==> src/rtl/handshake_pkg.sv <==
// Shared width and data type for the valid/ready handshake demonstrator.
package handshake_pkg;

    localparam int unsigned DW = 3;

    typedef logic [DW-1:0] data_t;

endpackage

==> src/rtl/hs_stage.sv <==
// Single valid/ready pipeline stage. Define SKID_BUFFER_EN to get a registered
// in_ready with one skid entry; otherwise in_ready is the combinational ~full | out_ready.
module hs_stage #(
    parameter int unsigned DW = handshake_pkg::DW
) (
    input  logic          clk,
    input  logic          rst_n,
    input  logic          in_valid,
    output logic          in_ready,
    input  logic [DW-1:0] in_data,
    output logic          out_valid,
    input  logic          out_ready,
    output logic [DW-1:0] out_data
);

    logic          main_full_q, main_full_d;
    logic [DW-1:0] main_data_q, main_data_d;
    logic          in_fire;
    logic          out_fire;

`ifdef SKID_BUFFER_EN
    logic          skid_full_q, skid_full_d;
    logic [DW-1:0] skid_data_q, skid_data_d;

    assign in_ready = ~skid_full_q;
    assign in_fire  = in_valid & in_ready;
    assign out_fire = main_full_q & out_ready;

    // The main entry refills from skid first, so the older word always leaves first.
    always_comb begin
        main_full_d = main_full_q;
        main_data_d = main_data_q;
        skid_full_d = skid_full_q;
        skid_data_d = skid_data_q;
        if (out_fire || !main_full_q) begin
            if (skid_full_q) begin
                main_full_d = 1'b1;
                main_data_d = skid_data_q;
                skid_full_d = 1'b0;
            end else if (in_fire) begin
                main_full_d = 1'b1;
                main_data_d = in_data;
            end else begin
                main_full_d = 1'b0;
            end
        end else if (in_fire) begin
            skid_full_d = 1'b1;
            skid_data_d = in_data;
        end
    end

    always_ff @(posedge clk or negedge rst_n) begin
        if (!rst_n) begin
            skid_full_q <= 1'b0;
            skid_data_q <= '0;
        end else begin
            skid_full_q <= skid_full_d;
            skid_data_q <= skid_data_d;
        end
    end
`else
    assign in_ready = ~main_full_q | out_ready;
    assign in_fire  = in_valid & in_ready;
    assign out_fire = main_full_q & out_ready;

    always_comb begin
        main_full_d = main_full_q;
        main_data_d = main_data_q;
        if (in_fire) begin
            main_full_d = 1'b1;
            main_data_d = in_data;
        end else if (out_fire) begin
            main_full_d = 1'b0;
        end
    end
`endif

    always_ff @(posedge clk or negedge rst_n) begin
        if (!rst_n) begin
            main_full_q <= 1'b0;
            main_data_q <= '0;
        end else begin
            main_full_q <= main_full_d;
            main_data_q <= main_data_d;
        end
    end

    assign out_valid = main_full_q;
    assign out_data  = main_data_q;

endmodule

==> src/rtl/handshake_pipe_top.sv <==
// Source counter -> hs_stage -> result register. SKID_BUFFER_EN selects the
// skid-buffered stage variant.
module handshake_pipe_top #(
    parameter int unsigned DW = handshake_pkg::DW
) (
    input  logic          sys_clk,
    input  logic          rst_n,
    input  logic          valid_in,
    input  logic          ready_in,
    output logic [DW-1:0] result
);

    logic [DW-1:0] src_q, src_d;
    logic [DW-1:0] result_q, result_d;
    logic          up_ready;
    logic          up_fire;
    logic          out_valid;
    logic          dn_fire;
    logic [DW-1:0] stage_data;

    hs_stage #(.DW(DW)) u_stage (
        .clk       (sys_clk),
        .rst_n     (rst_n),
        .in_valid  (valid_in),
        .in_ready  (up_ready),
        .in_data   (src_q),
        .out_valid (out_valid),
        .out_ready (ready_in),
        .out_data  (stage_data)
    );

    assign up_fire = valid_in & up_ready;
    assign dn_fire = out_valid & ready_in;

    always_comb begin
        src_d    = src_q;
        result_d = result_q;
        if (up_fire) src_d    = src_q + DW'(1);
        if (dn_fire) result_d = stage_data;
    end

    always_ff @(posedge sys_clk or negedge rst_n) begin
        if (!rst_n) begin
            src_q    <= '0;
            result_q <= '0;
        end else begin
            src_q    <= src_d;
            result_q <= result_d;
        end
    end

    assign result = result_q;

endmodule

==> config.mk <==
export PLATFORM = sky130hd
export DESIGN_NAME = handshake_pipe_top
export DESIGN_NICKNAME = d
export VERILOG_FILES = /design/src/rtl/handshake_pkg.sv /design/src/rtl/hs_stage.sv /design/src/rtl/handshake_pipe_top.sv
export SDC_FILE = /design/constraint.sdc
export NUM_CORES = 1
export LEC_CHECK = 0
export BUFFER_PORTS_ARGS = -buffer_cell sky130_fd_sc_hd__buf_2
export CAP_MARGIN = 20
export CORE_AREA = 3 3 40 42
export CTS_BUF_LIST = sky130_fd_sc_hd__clkbuf_8
export DETAILED_ROUTE_END_ITERATION = 10
export DIE_AREA = 0 0 43 45
export PLACE_DENSITY = 0.61
export SYNTH_ARGS = -nofsm -noshare
export SYNTH_HDL_FRONTEND = slang
export SYNTH_SLANG_ARGS = --single-unit
==> constraint.sdc <==
create_clock -name sys_clk -period 1.2 [get_ports sys_clk]
set_clock_uncertainty 0.1 [all_clocks]
set_input_delay 0.24 -clock sys_clk [delete_from_list [all_inputs] [get_ports sys_clk]]
set_output_delay 0.24 -clock sys_clk [all_outputs]
set_load 0.005 [all_outputs]
==> results.tsv, run 1 <==
metric	value	unit
sequential share of the synthesized area	60.24	%
post-placement cell count	47	
Sw Pwr	0.3250	mW
clock sink count	10	
Slew Limit Headroom	85.24	%
proportion of layout cells with a drive suffix above 1	54.05	%
CTS buffer count	3	
ANT cells	0	
Initial Util	32.33	%
fin crit share	96.18	%
insertion delay to the later sink of the worst-skew pair	0.23	ns
final worst path period need	1.154	ns
Via Count	227	
core area	1285	um2
synthesized instance count	25	
Die Area	1935	um2
detailed-route DRC error count	0	
setup TNS	0	ns
Async SR Flop Fraction	100.0	%
post-CTS setup buffer count	0	
First DRT Iteration DRCs	0	
part of the power in registers	42.8	%
Die Span Y	45	um
Critical Path Fanout Max	3	
crit path DAT	1.17	ns
top_reg_cell synth	dfrtp_1	
fill cell count	123	
1st-pass router iterations	1	
Nets	43	
internal power	1.040	mW
maximum vdd drop	0.0009033	V
critical path endpoint category	flop	
Clock transition at path regs	0.05	ns
final wirelength	588	um
Sw Ratio	23.81	%
crit path launch type	flop	
clock group share of total power	30.3	%
Yosys top cell area share	60.24	%
PD cells	2543	nW/um2
die width	43	um
Avg Cell Area, Syn	16.62	um2
final slew viol count	0	
Leak Pwr	0.2615	nW
post-synth top area cell	dfrtp_1	
critical path class	flop to flop	
wire per inst	11.31	um
total track usage	8.439	%
Worst EP required	1.22	ns
CTS tree	done	
vias per cell	4.365	
Comb pwr share	26.9	%
Hold Crit Class	input pin to flop	
CTS root buffer	clkbuf_8	
Tightest Pin Transition	0.2214	ns
final design utilization	41.77	%
Max Cap Viol	0	
Final GP Congestion	0.7090	
cell area after synthesis	415.4	um2
EDFF count, synth	0	
Tot Pwr	1.365	mW
leading cell types by count after synthesis	dfrtp_1, mux2_4, mux2_2	
Ys Warns	0	
synthesis-to-layout area growth	29.22	%
post-detailed-route count of antenna-violating nets	0	
post-synthesis net count	30	
Seq cells post-synth	10	
status	finished clean	
IO Pins	7	
main area contributors after synthesis	dfrtp_1, mux2_4, mux2_2	
Fin. Hold Viols	0	
most common cell in the synthesized netlist	dfrtp_1	
global-route wire length before repair	1041	um
Max Buffers Root-to-Sink	2	
Post-Layout Cell Count	52	
Final setup viols	0	
GRT overflow	0	
synth unique cells	10	
vias in the first global route	246	
port bufs	6	
H-Tree Depth	1	
f_max	866.4	MHz
HPWL Detailed	433	um
RSZ-0062 raised after global routing	false	
initial antenna violation count	0	
largest net degree at the start of global routing	11	
Std-Cell Rows	13	
==> worst paths after layout <==
check / start / to / slack (ns) / cells after the start
max: src_q[1]$_DFFE_PN0P_ / src_q[1]$_DFFE_PN0P_ / 0.05 / 2
min: valid_in / u_stage.out_valid$_DFFE_PN0P_ / 0.16 / 2
max reg2reg: src_q[1]$_DFFE_PN0P_ / src_q[1]$_DFFE_PN0P_ / 0.05 / 2
min reg2reg: src_q[2]$_DFFE_PN0P_ / src_q[2]$_DFFE_PN0P_ / 0.37 / 1
max in group asynchronous: rst_n / result[0]$_DFFE_PN0P_ / 0.52 / 2
min in group asynchronous: rst_n / result[2]$_DFFE_PN0P_ / 0.29 / 2
==> what timing repair did <==
| item | 4_1_cts | 5_1_grt |
|---|---|---|
| hold endpoints to repair | 10 | 0 |
| gates resized for setup | 0 | 0 |
| hold buffers | 1 | 0 |
==> sequential cells by signal (all words and copies together) (netlist names) <==
name / cells
src_q: 3
result: 3
u_stage.out_data: 3
u_stage.out_valid: 1
==> routing by layer <==
layer	vias up	share of wire, %	track usage (%)
li1	111	-	-
met3	4	9.2	4.781
met1	103	48	9.774
met2	9	39	10.18
met4	0	3.9	9.036
met5	-	0	0
==> cell usage in the layout (no fill, tap or decap) <==
master         Yosys  routed
dfrtp_1           10      10
buf_2              0       6
mux2_4             4       4
clkbuf_8           0       4
mux2_2             3       3
xnor2_1            2       2
nand2_1            1       1
nand2b_4           1       1
nand2_4            1       1
or2b_1             1       1
nand3_1            1       1
ha_1               1       1
dlygate4sd3_1      0       1
buf_4              0       1
==> cells by family after synthesis <==
kind of cell             synth area share (%)
flip-flops                              60.24
multiplexers                            22.59
AND/OR/NAND/NOR                         9.937
XOR/XNOR                                4.218
adder cells (fa/ha/maj)                 3.012
==> through the flow <==
stage	worst slack, ns	hold slack (ns)	cell area [um2]
5_1_grt	0.02780	0.1789	536.8
3_5_place_dp	0.04760	0.01121	471.7
4_1_cts	0.03493	0.1600	536.8
3_3_place_gp	0.07011	0.002102	471.7
6_report	0.04585	0.1621	536.8
2_1_floorplan	0.05574	-0.1556	415.4
==> layout make-up <==
type | count | area, um2 | area share (%)
clock buffer | 4 | 55.05 | 10.26
multi-input combinational | 15 | 165.2 | 30.77
sequential | 10 | 250.2 | 46.62
tap | 15 | 18.77 | 3.497
timing repair buffer | 8 | 47.55 | 8.858
==> power groups by stage <==
| stage | logic [mW] | registers (mW) | clock network (mW) |
|---|---|---|---|
| global placement | 0.362 | 0.584 | 0 |
| finish | 0.367 | 0.584 | 0.414 |
| global route | 0.405 | 0.603 | 0.444 |
| CTS | 0.378 | 0.586 | 0.424 |
| floorplan | 0.239 | 0.585 | 0 |
| detailed placement | 0.371 | 0.591 | 0 |
==> critical path, stage by stage, from the launching register on <==
cell and delay [ns]:
dfrtp_1 0.39, ha_1 0.28, mux2_4 0.26
Power figures use the tool's default switching activity.
==> run 2, diff against run 1 <==
--- a/config.mk
+++ b/config.mk
@@ -7,10 +7,10 @@
 export LEC_CHECK = 0
 export BUFFER_PORTS_ARGS = -buffer_cell sky130_fd_sc_hd__buf_2
 export CAP_MARGIN = 20
-export CORE_AREA = 3 3 40 42
+export CORE_AREA = 5 5 42 44
 export CTS_BUF_LIST = sky130_fd_sc_hd__clkbuf_8
 export DETAILED_ROUTE_END_ITERATION = 10
-export DIE_AREA = 0 0 43 45
+export DIE_AREA = 0 0 47 49
 export PLACE_DENSITY = 0.61
 export SYNTH_ARGS = -nofsm -noshare
 export SYNTH_HDL_FRONTEND = slang
==> results.tsv, run 2 (synthesis results as in run 1) <==
metric	value	unit	change
Worst EP required	1.22	ns	about the same
HPWL Detailed	457.7	um	was 433 um
insertion delay to the later sink of the worst-skew pair	0.23	ns	about the same
most frequent cells in the layout	dfrtp_1, buf_2, mux2_4, clkbuf_8, mux2_2		unchanged
Fin. Hold Viols	0		unchanged
GRT overflow	0		unchanged
RR Startpoint	src_q[1]$_DFFE_PN0P_		unchanged
Final setup viols	0		unchanged
1st-pass router iterations	1		unchanged
ANT cells	0		unchanged
final slew viol count	0		unchanged
core area	1401	um2	was 1285 um2
Worst Hold End	u_stage.out_valid$_DFFE_PN0P_		unchanged
Tightest Pin Transition	0.2208	ns	was 0.2214 ns
Leak Pwr	0.2615	nW	unchanged
Initial Util	29.64	%	was 32.33%
Post-Layout Cell Count	53		was 52
setup TNS	0	ns	unchanged
Multi-input gate area	165.2	um2	unchanged
Slew Limit Headroom	85.28	%	was 85.24%
critical path class	flop to flop		unchanged
RSZ-0062 raised after global routing	false		unchanged
port bufs	6		unchanged
status	finished clean		unchanged
Max Cap Viol	0		unchanged
Die Area	2303	um2	was 1935 um2
met2 usage	7.692	%	was 10.18%
Die Span Y	49	um	was 45 um
peak per-stage delay on the critical path	0.40	ns	was 0.39 ns
crit path DAT	1.17	ns	about the same
WHS	0.1541	ns	was 0.1621 ns
Clock transition at path regs	0.05	ns	about the same
Post-CTS Resized	0		unchanged
met1 usage	8.636	%	was 9.774%
maximum vdd drop	0.0008140	V	was 0.0009033 V
Nets	43		unchanged
f_max	867.6	MHz	was 866.4 MHz
fill cell count	146		was 123
final worst path period need	1.153	ns	was 1.154 ns
initial antenna violation count	0		unchanged
detailed-route DRC error count	0		unchanged
Hold Path Depth	2		unchanged
First DRT Iteration DRCs	0		unchanged
CTS buffer count	3		unchanged
crit path launch	src_q[1]$_DFFE_PN0P_		unchanged
pre-CTS setup slack	0.04141	ns	was 0.04760 ns
global-route wire length before repair	1021	um	was 1041 um
met3 usage	3.321	%	was 4.781%
Via Count	225		was 227
Max Buffers Root-to-Sink	2		unchanged
die width	47	um	was 43 um
vias in the first global route	243		was 246
Slowest cell on crit path	dfrtp_1		unchanged
hold path start	valid_in		unchanged
IO Pins	7		unchanged
PD cells	2539	nW/um2	was 2543 nW/um2
total track usage	6.619	%	was 8.439%
Hold Crit Class	input pin to flop		unchanged
crit path launch type	flop		unchanged
final wirelength	603	um	was 588 um
post-placement cell count	48		was 47
CTS root buffer	clkbuf_8		unchanged
post-detailed-route count of antenna-violating nets	0		unchanged
synthesis-to-layout area growth	29.52	%	was 29.22%
critical path endpoint category	flop		unchanged
wire per inst	11.38	um	was 11.31 um
vias per cell	4.245		was 4.365
proportion of layout cells with a drive suffix above 1	54.05	%	unchanged
largest net degree at the start of global routing	11		unchanged
commonest non-fill, non-tap cell in the layout	dfrtp_1		unchanged
Std-Cell Rows	14		was 13
Register-to-Register Path Depth	2		unchanged
H-Tree Depth	1		unchanged
Final GP Congestion	0.7104		was 0.7090
register area	250.2	um2	unchanged
R2R setup slack	0.05	ns	about the same
clock sink count	10		unchanged
CTS tree	done		unchanged
fin crit share	96.05	%	was 96.18%
busiest grt layer	met1		was met2
final design utilization	38.39	%	was 41.77%
Crit Reg-Reg Endpoint	src_q[1]$_DFFE_PN0P_		unchanged
Setup WS post-layout	0.04736	ns	was 0.04585 ns
Critical Path Fanout Max	3		unchanged
CP Cell Sequence	ha_1, mux2_4		unchanged
==> run 2: cell counts in the layout (fill, tap and decap cells not counted) <==
Identical to the previous run, type by type.
==> run 2: per-layer routing <==
layer  vias up  share of wire (%)
li1        108                  -
met1       107                 45
met2         8                 42
met3         2                8.8
met4         0                4.0
met5         -                  0
==> run 2: cell type report <==
cell class                      count  area share (%)
Sequential cell                    10           46.51
Multi-Input combinational cell     15           30.70
Clock buffer                        4           10.23
Timing Repair Buffer                8           8.837
Tap cell                           16           3.721
==> run 2: timing repair <==
action,CTS,global route
hold buffers,1,0
hold endpoints to repair,10,0
buffers inserted,0,0
==> run 2: critical path: cells and delay by family (launching register included) <==
| family | cells | cell delay [ns] |
|---|---|---|
| muxes | 1 | 0.26 |
| DFF | 1 | 0.40 |
| adders and majority gates | 1 | 0.28 |
==> run 2: worst max-delay path by stage <==
stage,slack (ns),end,cells after the start
3_3_place_gp,0.07,src_q[1]$_DFFE_PN0P_,4
4_1_cts,0.04,src_q[1]$_DFFE_PN0P_,2
6_report,0.05,src_q[1]$_DFFE_PN0P_,2
5_1_grt,0.02,src_q[1]$_DFFE_PN0P_,2
2_1_floorplan,0.06,src_q[1]$_DFFE_PN0P_,2
3_5_place_dp,0.04,src_q[1]$_DFFE_PN0P_,2
==> run 2: power by group <==
group | internal, mW | leakage (nW) | switching, mW | total (mW)
clock network | 0.288 | 0.0288 | 0.127 | 0.415
logic | 0.253 | 0.116 | 0.112 | 0.366
registers | 0.498 | 0.117 | 0.0869 | 0.585
total | 1.04 | 0.261 | 0.327 | 1.37
==> run 2: stage by stage <==
step	cell area [um2]	total power, mW
after floorplan	415.4	0.8235
after global placement	473.0	0.9384
after global routing	538.0	1.468
after detailed placement	473.0	0.9666
final	538.0	1.366
after CTS	538.0	1.392
